==> config.mk <==
export PLATFORM = sky130hd
export DESIGN_NAME = alu_dispatch
export DESIGN_NICKNAME = d
export VERILOG_FILES = /design/src/rtl/alu_dispatch.sv
export SDC_FILE = /design/constraint.sdc
export NUM_CORES = 1
export LEC_CHECK = 0
export CORE_MARGIN = 10
export CORE_UTILIZATION = 25
export DETAILED_ROUTE_END_ITERATION = 7
export SYNTH_ARGS = -nofsm -noshare
export SYNTH_HDL_FRONTEND = slang
export SYNTH_SLANG_ARGS = --single-unit
==> constraint.sdc <==
create_clock -name clk -period 1.6 [get_ports clk]
set_input_delay 0.24 -clock clk [delete_from_list [all_inputs] [get_ports clk]]
set_output_delay 0.24 -clock clk [all_outputs]
set_load 0.05 [all_outputs]
==> src/rtl/alu_dispatch.sv <==
// alu_dispatch: decodes RV32I instructions into ALU requests behind a
// 2-entry skid buffer with a valid/ready handshake on both sides.
//
// Ports:
//   clk, rst_n              clock, async active-low reset
//   in_valid/in_ready       upstream handshake
//   instr, pc               instruction word and address
//   rs1_data, rs2_data      register-file read values
//   flush                   synchronous discard of held entries
//   out_valid/out_ready     downstream handshake
//   alu_a, alu_b, alu_ctrl  ALU operands and op code
//   out_rd, out_illegal     destination register, illegal flag
module alu_dispatch #(
    parameter int WIDTH = 32
) (
    input  logic             clk,
    input  logic             rst_n,
    input  logic             in_valid,
    output logic             in_ready,
    input  logic [31:0]      instr,
    input  logic [WIDTH-1:0] pc,
    input  logic [WIDTH-1:0] rs1_data,
    input  logic [WIDTH-1:0] rs2_data,
    input  logic             flush,
    output logic             out_valid,
    input  logic             out_ready,
    output logic [WIDTH-1:0] alu_a,
    output logic [WIDTH-1:0] alu_b,
    output logic [3:0]       alu_ctrl,
    output logic [4:0]       out_rd,
    output logic             out_illegal
);

    typedef struct packed {
        logic [WIDTH-1:0] a;
        logic [WIDTH-1:0] b;
        logic [3:0]       ctrl;
        logic [4:0]       rd;
        logic             ill;
    } pay_t;

    localparam logic [6:0] OP_R      = 7'b0110011;
    localparam logic [6:0] OP_IMM    = 7'b0010011;
    localparam logic [6:0] OP_LOAD   = 7'b0000011;
    localparam logic [6:0] OP_STORE  = 7'b0100011;
    localparam logic [6:0] OP_BRANCH = 7'b1100011;
    localparam logic [6:0] OP_LUI    = 7'b0110111;
    localparam logic [6:0] OP_AUIPC  = 7'b0010111;
    localparam logic [6:0] OP_JAL    = 7'b1101111;
    localparam logic [6:0] OP_JALR   = 7'b1100111;

    localparam logic [3:0] C_ADD  = 4'b0000;
    localparam logic [3:0] C_SUB  = 4'b1000;
    localparam logic [3:0] C_SLT  = 4'b0010;
    localparam logic [3:0] C_SLTU = 4'b0011;

    logic [6:0]       w_op;
    logic [2:0]       w_f3;
    logic [6:0]       w_f7;
    logic [WIDTH-1:0] w_imm_i;
    logic [WIDTH-1:0] w_imm_s;
    logic [WIDTH-1:0] w_imm_u;
    logic [WIDTH-1:0] w_shamt;
    pay_t             w_dec;
    logic             w_ill;

    pay_t r_out;
    pay_t r_skid;
    logic r_out_v;
    logic r_skid_v;
    logic r_live;
    logic w_acc;
    logic w_out_fire;

    assign w_op    = instr[6:0];
    assign w_f3    = instr[14:12];
    assign w_f7    = instr[31:25];
    assign w_imm_i = WIDTH'($signed(instr[31:20]));
    assign w_imm_s = WIDTH'($signed({instr[31:25], instr[11:7]}));
    assign w_imm_u = WIDTH'($signed({instr[31:12], 12'b0}));
    assign w_shamt = WIDTH'(instr[24:20]);

    always_comb begin
        w_dec      = '0;
        w_ill      = 1'b0;
        w_dec.rd   = instr[11:7];
        w_dec.a    = rs1_data;
        case (w_op)
            OP_R: begin
                w_dec.b    = rs2_data;
                w_dec.ctrl = {w_f7[5], w_f3};
                if (w_f7 == 7'h20) begin
                    w_ill = (w_f3 != 3'b000) && (w_f3 != 3'b101);
                end else begin
                    w_ill = (w_f7 != 7'h00);
                end
            end
            OP_IMM: begin
                // Shifts take an unsigned shamt; funct7 selects SRA.
                if (w_f3 == 3'b001) begin
                    w_dec.b    = w_shamt;
                    w_dec.ctrl = {1'b0, w_f3};
                    w_ill      = (w_f7 != 7'h00);
                end else if (w_f3 == 3'b101) begin
                    w_dec.b    = w_shamt;
                    w_dec.ctrl = {w_f7[5], w_f3};
                    w_ill      = (w_f7 != 7'h00) && (w_f7 != 7'h20);
                end else begin
                    w_dec.b    = w_imm_i;
                    w_dec.ctrl = {1'b0, w_f3};
                end
            end
            OP_LOAD: begin
                w_dec.b    = w_imm_i;
                w_dec.ctrl = C_ADD;
            end
            OP_STORE: begin
                w_dec.b    = w_imm_s;
                w_dec.ctrl = C_ADD;
                w_dec.rd   = 5'd0;
            end
            OP_BRANCH: begin
                w_dec.b  = rs2_data;
                w_dec.rd = 5'd0;
                case (w_f3[2:1])
                    2'b00:   w_dec.ctrl = C_SUB;
                    2'b10:   w_dec.ctrl = C_SLT;
                    2'b11:   w_dec.ctrl = C_SLTU;
                    default: w_ill      = 1'b1;
                endcase
            end
            OP_LUI: begin
                w_dec.a    = '0;
                w_dec.b    = w_imm_u;
                w_dec.ctrl = C_ADD;
            end
            OP_AUIPC: begin
                w_dec.a    = pc;
                w_dec.b    = w_imm_u;
                w_dec.ctrl = C_ADD;
            end
            OP_JAL: begin
                w_dec.a    = pc;
                w_dec.b    = WIDTH'(4);
                w_dec.ctrl = C_ADD;
            end
            OP_JALR: begin
                w_dec.a    = pc;
                w_dec.b    = WIDTH'(4);
                w_dec.ctrl = C_ADD;
                w_ill      = (w_f3 != 3'b000);
            end
            default: w_ill = 1'b1;
        endcase
        // Illegal ops still flow through, but with neutral operands.
        if (w_ill) begin
            w_dec.a    = '0;
            w_dec.b    = '0;
            w_dec.ctrl = C_ADD;
            w_dec.rd   = instr[11:7];
        end
        w_dec.ill = w_ill;
    end

    // r_live holds in_ready low until the first edge after reset.
    assign in_ready   = r_live & ~r_skid_v;
    assign w_acc      = in_valid & in_ready & ~flush;
    assign w_out_fire = r_out_v & out_ready;

    always_ff @(posedge clk or negedge rst_n) begin
        if (!rst_n) begin
            r_out    <= '0;
            r_skid   <= '0;
            r_out_v  <= 1'b0;
            r_skid_v <= 1'b0;
            r_live   <= 1'b0;
        end else begin
            r_live <= 1'b1;
            if (flush) begin
                r_out_v  <= 1'b0;
                r_skid_v <= 1'b0;
            end else if (!r_out_v || w_out_fire) begin
                // Skid is only full while in_ready is low, so it
                // never competes with a new accept here.
                if (r_skid_v) begin
                    r_out    <= r_skid;
                    r_out_v  <= 1'b1;
                    r_skid_v <= 1'b0;
                end else if (w_acc) begin
                    r_out   <= w_dec;
                    r_out_v <= 1'b1;
                end else begin
                    r_out_v <= 1'b0;
                end
            end else if (w_acc) begin
                r_skid   <= w_dec;
                r_skid_v <= 1'b1;
            end
        end
    end

    assign out_valid   = r_out_v;
    assign alu_a       = r_out.a;
    assign alu_b       = r_out.b;
    assign alu_ctrl    = r_out.ctrl;
    assign out_rd      = r_out.rd;
    assign out_illegal = r_out.ill;

endmodule
After elaboration in Yosys (flattened, before gate mapping)
Index checks and enable logic that the tools add are counted.

word-level totals
  flip-flop bits (word level) = 151
  bits of input ports = 133
  output and inout bits = 76
  word-level logic and storage cells = 75

operators by class
  eq/ne operators = 16
  muxes and demuxes = 21
  bitwise logic cells = 7
  reductions and logical operators = 18

operators with widths
  kind                                           count
  one-hot mux 36 bit (7 select lines)            1
  2-to-1 mux 74 bit                              2
  2-to-1 mux 73 bit                              1
  2-to-1 mux 36 bit                              2
  one-hot mux 32 bit (2 select lines)            1
  == test 7 x 6 -> 1 bit, second input constant  4
  == test 7 bit, second input constant           3
  == test 7 x 5 -> 1 bit, second input constant  2
  one-hot mux 4 bit (3 select lines)             1
  2-to-1 mux 1 bit                               11
  == test 7 x 2 -> 1 bit, second input constant  1
  != test 7 x 6 -> 1 bit, second input constant  1
  nonzero test 7 bit                             1
  AND reduction 3 bit                            2
  nonzero test 3 bit                             2
  OR reduction 2 bit                             3
  OR reduction 3 bit                             2
  2-to-1 mux 5 bit                               1
  one-hot mux 1 bit (5 select lines)             1
  OR reduction 5 bit                             1
  bitwise AND 1 bit                              4
  == test 2 bit, second input constant           2
  nonzero test 2 bit                             2
  == test 3 x 1 -> 1 bit, second input constant  1
  other kinds (7)                                10

Logic depth before layout (Yosys ltp)
Gate-level depths: netlist (run 1).

  depth after elaboration = 8
  gate-level depth with buffers = 9
  gate-level depth less buffers = 5

Worst setup path after synthesis (run 1)
OpenSTA, ideal clock, no wires.

  path kind = register to register
  start point = register r_skid_v
  end point = register r_skid[59] (netlist name)
  data arrival time = 2.126 ns
  required time = 1.523 ns
  slack = -0.603 ns
  cell stages (with the launch flop) = 9
  buffers on the path = 3
  period minus slack after synthesis = 2.203 ns
  cells stage by stage = dfrtp_1 -> clkbuf_1 -> nor2b_1 -> nand4b_1 -> inv_1 -> nand3_2 -> buf_2 -> buf_6 -> o21ai_1

between the ends
  word-level cells in the longest chain between the ends = 5

RTL lines
  element                          RTL line  source
  start: declaration               70        logic r_skid_v;
  start signal: assignment         175       r_skid_v <= 1'b0;
  start signal: assignment         181       r_skid_v <= 1'b0;
  start signal: assignment         188       r_skid_v <= 1'b0;
  inverter 1 bit                   166       assign in_ready = r_live & ~r_skid_v;
  bitwise AND 1 bit                166
  via in_ready                     19        output logic in_ready,
  bitwise AND 1 bit (2 in series)  167       assign w_acc = in_valid & in_ready & ~flush;
  AND reduction 3 bit (no line)    --
  end signal: assignment           196       r_skid <= w_dec;
  end: declaration                 68        pay_t r_skid;

The timed path passes the listed nets, and every way through them passes these cells.
A chain may end at the register's enable or synchronous reset.

Final worst setup path (run 1)
  start point = register r_out_v (netlist: out_valid)
  end point = register r_out (netlist bit alu_a[3])

between the ends
  word-level cells in the longest chain between the ends = 3
  elaborated cells between the ends (all ways) = 4
  classes of those cells = bitwise: 1; reduce/logical: 3

RTL lines
  element                                                      RTL line  source
  start: declaration                                           69        logic r_out_v;
  start signal: assignment                                     174       r_out_v <= 1'b0;
  start signal: assignment                                     180       r_out_v <= 1'b0;
  start signal: assignment                                     187       r_out_v <= 1'b1;
  bitwise AND 1 bit / zero test 1 bit (equally long branches)  168, 182
  logical OR 1 bit (*)                                         182       end else if (!r_out_v || w_out_fire) begin
  AND reduction 3 bit (no line) (*)                            --
  end signal: assignment                                       186       r_out <= r_skid;
  end signal: assignment                                       190       r_out <= w_dec;
  end: declaration                                             67        pay_t r_out;

Every way passes the cells marked *; elsewhere a longest branch is shown, timed or not.

==> results.py, run 1 <==
metrics = {
    "clock_network": {
        "htreeDepth": 4,
        "clk_path_buf_depth": 2,
        "cts_buffers": 17,
        "cts_sinks": 151,
        "cts_tree": "done",
        "clkSlewWorstSetupHoldPaths_ns": 0.07,
        "cts-root-buf": "clkbuf_16",
        "clk_latency_ns": 0.42,
    },
    "routing": {
        "wirelength_mm": 29.8,
        "drt_iter0_drc": 428,
        "drt-wirelength-per-cell_um": 21.3,
        "vias": 7053,
        "dr.pass1.iters": 5,
        "drc": 0,
        "vias_per_cell": 5.04,
        "antenna_left": 0,
    },
    "global_route": {
        "grt_pass1_wl_mm": 44.9,
        "overflow": 0,
        "grt_max_degree": 44,
        "track_usage_pct": 16.4,
        "grt_pass1_vias": 7347,
        "grt_antenna_before_repair": 6,
    },
    "critical_path": {
        "cp_slowest_cell": "dfrtp_2",
        "critPathKind": "reg2reg",
        "path_cells": "nor2b_4, or3_4, nor2_4, buf_6, nand3_4, buf_12, buf_12, clkbuf_16, o22ai_1",
        "critPathMaxFanout": 5,
        "crit_path_max_incr_delay_ns": 0.40,
        "cp.arrival_ns": 2.23,
        "cp_common_cell": "buf_12",
        "cp.required_ns": 1.94,
        "endpoint_kind": "flip-flop",
        "startpoint_type": "flip-flop",
    },
    "final_layout": {
        "drive_gt1_share_pct": 39.1,
        "syn2layout_area_growth_pct": 76.8,
        "final_nets": 1146,
        "fillCellCount": 2539,
        "fin_cells": 1399,
        "design_area_um2": 12300,
    },
    "synthesis": {
        "synth_edf_count": 0,
        "synth_fp_nets": 852,
        "yosys-top-cells-count": "dfrtp_1 (151), nor2_1 (86), a21oi_1 (79)",
        "netlist_instances": 719,
        "ys_types": 44,
        "synthFlopType": "dfrtp_1",
        "synth.most_common_cell": "dfrtp_1",
        "netlist_area_um2": 6940,
        "ys_ff_latch": 151,
        "avgSynthCellArea_um2": 9.65,
        "yosys_warnings": 0,
        "yosysSeqAreaShare_pct": 54.5,
        "synthArstFlopShare_pct": 100,
        "synth_top_area_share_pct": 54.5,
        "yosysTopAreaCell": "dfrtp_1",
        "synth_area_leaders": "dfrtp_1 (54%), a21oi_1 (5.7%), a22oi_1 (4.8%), nor2_1 (4.7%), o21ai_0 (4.4%)",
    },
    "die": {
        "std_cell_rows": 60,
        "die_x_um": 187,
        "io_pins": 209,
        "initial_core_util_pct": 25.6,
        "core-area_um2": 27100,
        "die_area_um2": 34800,
        "die_h_um": 187,
    },
    "place": {
        "hpwlAfterDp_mm": 19.3,
        "gp_congestion": 0.869,
        "placed_cell_area_um2": 9970,
        "io_buffers": 208,
        "dp_cells": 1317,
    },
    "status": {
        "violations": "negative setup slack",
        "status": "complete, but fails checks",
    },
    "sta": {
        "period_share_pct": 118,
        "clock_skew_ns": 0.00531,
        "finalMaxSlewViolations": 0,
        "fmax_ghz": 0.530,
        "setup_violations": 147,
        "worst_pin_slew_ns": 0.649,
        "setup_slack_ns": -0.287,
        "period_needed_ns": 1.89,
        "grt_setup_unrepaired": "true",
        "whs_ns": 0.280,
        "hold_viol": 0,
        "max_slew_margin_pct": 56.8,
    },
    "job": {
        "drv_cap": 0,
    },
    "worst_hold_path": {
        "min_path_type": "in2async",
    },
    "power_and_ir_drop": {
        "p_leak_uw": 0.00526,
        "peakVddDrop_mv": 0.656,
        "p_per_area_nw_per_um2": 995,
    },
}
registers in the layout, indices dropped and copies added (netlist names):
signal	flops
r_skid	74
alu_b	32
out_rd	5
r_live	1
alu_a	32
r_skid_v	1
out_illegal	1
alu_ctrl	4
out_valid	1
metrics by stage:
stage          utilization, %  setup slack [ns]  TNS (ns)  power [µW]
6_report                 45.2            -0.287    -25.78       12200
5_1_grt                  45.2            -0.346    -33.09       12700
4_1_cts                  44.3            -0.314    -34.85       12200
3_5_place_dp             36.8            -0.960   -129.59        7840
3_3_place_gp             36.8            -0.879   -123.16        7820
2_1_floorplan               -            -0.328    -36.99        6370
worst max-delay path: cells and delay by family, from the launching register on:
kind            cells  cell delay [ns]
simple gates        4             0.70
buf+inv             4             0.56
flops               1             0.40
compound gates      1             0.14
layout by cell type, fill, tap and decap left out, drive strengths merged, types with 2 or more instances in the layout:
cell and instances:
buf 207, dfrtp 151, clkdlybuf4s50 115, nor2 86
a21oi 79, nand2 76, o21ai 73, o22ai 67
a22oi 44, a221oi 25, clkbuf 22, inv 11
dlygate4sd2 9, nor2b 6, a22o 5, and3 3
and2 3, clkinvlp 3, nand3 3, xor2 2
nand4b 2, nand2b 2, o21a 2, bufinv 2
dlymetal6s2s 2, or2 2, nor3 2, clkinv 2
timing repair:
action | 4_1_cts | 5_1_grt
hold buffers | 1 | 0
gates cloned | 18 | 3
endpoints found under the hold margin | 31 | 0
setup buffers | 27 | 5
pin swaps | 63 | 22
gates resized for setup | 213 | 56
setup endpoints to repair | 148 | 149
worst paths after layout:
check,startpoint,to,slack [ns],cells past startpoint
max,out_valid$_DFFE_PN0N_,alu_a[3]$_DFFE_PN0P_,-0.29,9
min,rst_n,alu_a[25]$_DFFE_PN0P_,0.28,2
max reg2reg,out_valid$_DFFE_PN0N_,alu_a[3]$_DFFE_PN0P_,-0.29,9
min reg2reg,r_skid[35]$_DFFE_PN0P_,r_skid[35]$_DFFE_PN0P_,0.48,2
max in group asynchronous,rst_n,alu_b[22]$_DFFE_PN0P_,0.74,3
min in group clk,instr[25],r_skid[35]$_DFFE_PN0P_,0.29,4
power breakdown:
part / internal [µW] / switching (µW) / leakage [µW]
Sequential: 4210 / 259 / 0.00194
Combinational: 1390 / 2200 / 0.00303
Clock: 2350 / 1800 / 0.000284
Total: 7950 / 4260 / 0.00526
layer usage:
layer  up-vias  GRT usage (%)  wire [µm]
met1      3549           20.5      12600
met3        36           5.51       2140
li1       3244              -          -
met5         -              0         66
met2       214           26.3      14500
met4        10           4.81        469
cell families after synthesis:
group	Yosys count	share of synthesized area [%]
flops	151	54.5
xor+xnor	2	0.253
buf+inv	69	4.31
simple gates	191	11.7
other cells	1	0.0541
compound gates	305	29.2
layout make-up:
class | instances | area [µm²] | share of cell area, %
flip-flops and latches | 151 | 3780 | 30.9
repair buffers | 340 | 3750 | 30.6
multi-input cells | 499 | 3650 | 29.7
well taps | 372 | 465 | 3.80
clock buffers | 18 | 429 | 3.50
clock inverters | 14 | 165 | 1.35
inverters | 4 | 15.0 | 0.122
diodes | 1 | 2.50 | 0.0204
Note: power is estimated with default switching activity, not from simulation.
==> inputs of run 2 (changes only) <==
--- a/config.mk
+++ b/config.mk
@@ -5,6 +5,7 @@
 export SDC_FILE = /design/constraint.sdc
 export NUM_CORES = 1
 export LEC_CHECK = 0
+export CAP_MARGIN = 15
 export CORE_MARGIN = 10
 export CORE_UTILIZATION = 25
 export DETAILED_ROUTE_END_ITERATION = 7
==> results of run 2 <==
The final DEF is identical to that of run 1; final timing and power are the same.
==> inputs of run 3 (changes only) <==
--- a/config.mk
+++ b/config.mk
@@ -9,6 +9,7 @@
 export CORE_MARGIN = 10
 export CORE_UTILIZATION = 25
 export DETAILED_ROUTE_END_ITERATION = 7
+export SKIP_CTS_REPAIR_TIMING = 1
 export SYNTH_ARGS = -nofsm -noshare
 export SYNTH_HDL_FRONTEND = slang
 export SYNTH_SLANG_ARGS = --single-unit
==> results.py, run 3 (synthesis gave the netlist of run 1 again) <==
metrics = {
    "worst_hold_path": {
        "holdPathStages": 4,
        "hold_start": "instr[26]",
        "min_path_type": "in2reg",
    },
    "clock_network": {
        "cts_buffers": 17,
        "cts-root-buf": "clkbuf_16",
        "cts_sinks": 151,
        "cts_tree": "done",
        "clk_path_buf_depth": 2,
        "clkSlewWorstSetupHoldPaths_ns": 0.07,
        "clk_latency_ns": 0.42,
        "htreeDepth": 4,
    },
    "final_layout": {
        "layout_commonest_cell": "dfrtp_1",
        "drive_gt1_share_pct": 31.3,
        "layout_common_cells": "dfrtp_1 (149), buf_4 (138), clkdlybuf4s50_1 (115)",
        "final_core_util_pct": 41.1,
        "syn2layout_area_growth_pct": 60.5,
        "fillCellCount": 2667,
        "largest_register": "r_skid",
        "seqCellArea_um2": 3780,
        "antenna_cells": 0,
        "largest_register_ffs": 74,
        "final_nets": 1108,
        "multi_input_area_um2": 3280,
    },
    "critical_path": {
        "critPathKind": "in2reg",
        "endpoint_kind": "flip-flop",
        "cp.arrival_ns": 2.15,
        "reg2reg_depth": 7,
        "cp-startpoint": "instr[26]",
        "r2r_start": "out_valid$_DFFE_PN0N_",
        "cp.required_ns": 1.91,
        "startpoint_type": "input port",
        "critPathMaxFanout": 6,
    },
    "status": {
        "violations": "negative setup slack",
        "status": "complete, but fails checks",
    },
    "power_and_ir_drop": {
        "peakVddDrop_mv": 0.651,
        "swShare_pct": 34.6,
        "pwr-share-seq_pct": 37.3,
        "pwr-share-comb_pct": 28.2,
        "clkPwrFrac_pct": 34.5,
        "p_leak_uw": 0.00485,
        "internal_power_uw": 7820,
        "p_per_area_nw_per_um2": 1070,
        "switching_power_uw": 4130,
    },
    "die": {
        "core-area_um2": 27100,
        "die_h_um": 187,
        "initial_core_util_pct": 25.6,
        "std_cell_rows": 60,
        "die_area_um2": 34800,
        "die_x_um": 187,
        "io_pins": 209,
    },
    "place": {
        "io_buffers": 208,
        "hpwlAfterDp_mm": 19.3,
        "post-place-ws_ns": -0.960,
        "gp_congestion": 0.869,
    },
    "global_route": {
        "overflow": 0,
        "grt_pass1_wl_mm": 40.4,
        "track_usage_pct": 14.6,
        "grt_pass1_vias": 6747,
        "grt_antenna_before_repair": 4,
        "grt_max_degree": 44,
    },
    "routing": {
        "dr.pass1.iters": 4,
        "vias": 6694,
        "drc": 0,
        "wirelength_mm": 26.9,
        "drt-wirelength-per-cell_um": 19.8,
        "vias_per_cell": 4.92,
        "antenna_left": 0,
        "drt_iter0_drc": 381,
    },
    "sta": {
        "period_needed_ns": 1.83,
        "period_share_pct": 115,
        "setup_violations": 142,
        "finalMaxSlewViolations": 0,
        "clock_skew_ns": 0.00704,
        "hold_viol": 0,
        "fmax_ghz": 0.545,
        "grt_setup_unrepaired": "true",
        "setup_slack_ns": -0.234,
    },
    "job": {
        "drv_cap": 0,
    },
}
-- run 3: changes by cell type in the layout (fill, tap and decap cells not counted), sizes merged --
cell / change
buf: -39
dlymetal6s2s: +12
dlygate4sd2: -9
bufbuf: -1
clkdlybuf4s15: -1
diode: -1
-- run 3: final timing paths --
path                                                to  slack, ns
worst min-delay path            r_skid[36]$_DFFE_PN0P_       0.26
min in group asynchronous        alu_a[25]$_DFFE_PN0P_       0.28
worst max-delay path             r_skid[0]$_DFFE_PN0P_      -0.23
worst min register to register  r_skid[61]$_DFFE_PN0P_       0.48
max in group asynchronous       r_skid[28]$_DFFE_PN0P_       0.72
worst max register to register   alu_b[14]$_DFFE_PN0P_      -0.20
-- run 3: stage by stage --
stage	hold WS [ns]	std cells	area [µm²]	setup TNS [ns]	total power (µW)
finish	0.258	1360	11100	-20.58	12000
global route	0.269	1360	11100	-27.18	12500
CTS	-0.283	1349	10600	-63.82	12000
detailed placement	0.176	1317	9970	-129.59	7840
global placement	0.176	1317	9970	-123.16	7820
floorplan	-0.0556	719	7060	-36.99	6370
-- run 3: worst max-delay path: stages --
cell and delay [ns]:
buf_6 0.09, or4_4 0.55, o2111a_2 0.30, a211oi_4 0.30, nand3_4 0.21, buf_12 0.20, clkbuf_16 0.16, o21a_1 0.09
-- run 3: final cells by class --
cell class | count | share of cell area, %
multi-input cells | 499 | 29.4
flip-flops and latches | 151 | 34.0
clock buffers | 18 | 3.86
clock inverters | 14 | 1.48
inverters | 4 | 0.135
repair buffers | 302 | 26.9
well taps | 372 | 4.18
-- run 3: routing by layer --
| metal | share of wire, % | global-route usage [%] | wire length [µm] |
|---|---|---|---|
| met1 | 45 | 19.0 | 12000 |
| met2 | 47 | 22.5 | 12700 |
| met3 | 6.8 | 4.93 | 1840 |
| met4 | 0.94 | 3.91 | 252 |
| met5 | 0.19 | 0 | 50 |
-- run 3: power by group through the flow --
stage	logic, µW	registers [µW]	clock network, µW
global route	3570	4510	4400
finish	3370	4460	4130
global placement	3300	4520	0
CTS	3330	4460	4220
floorplan	664	5710	0
detailed placement	3320	4520	0
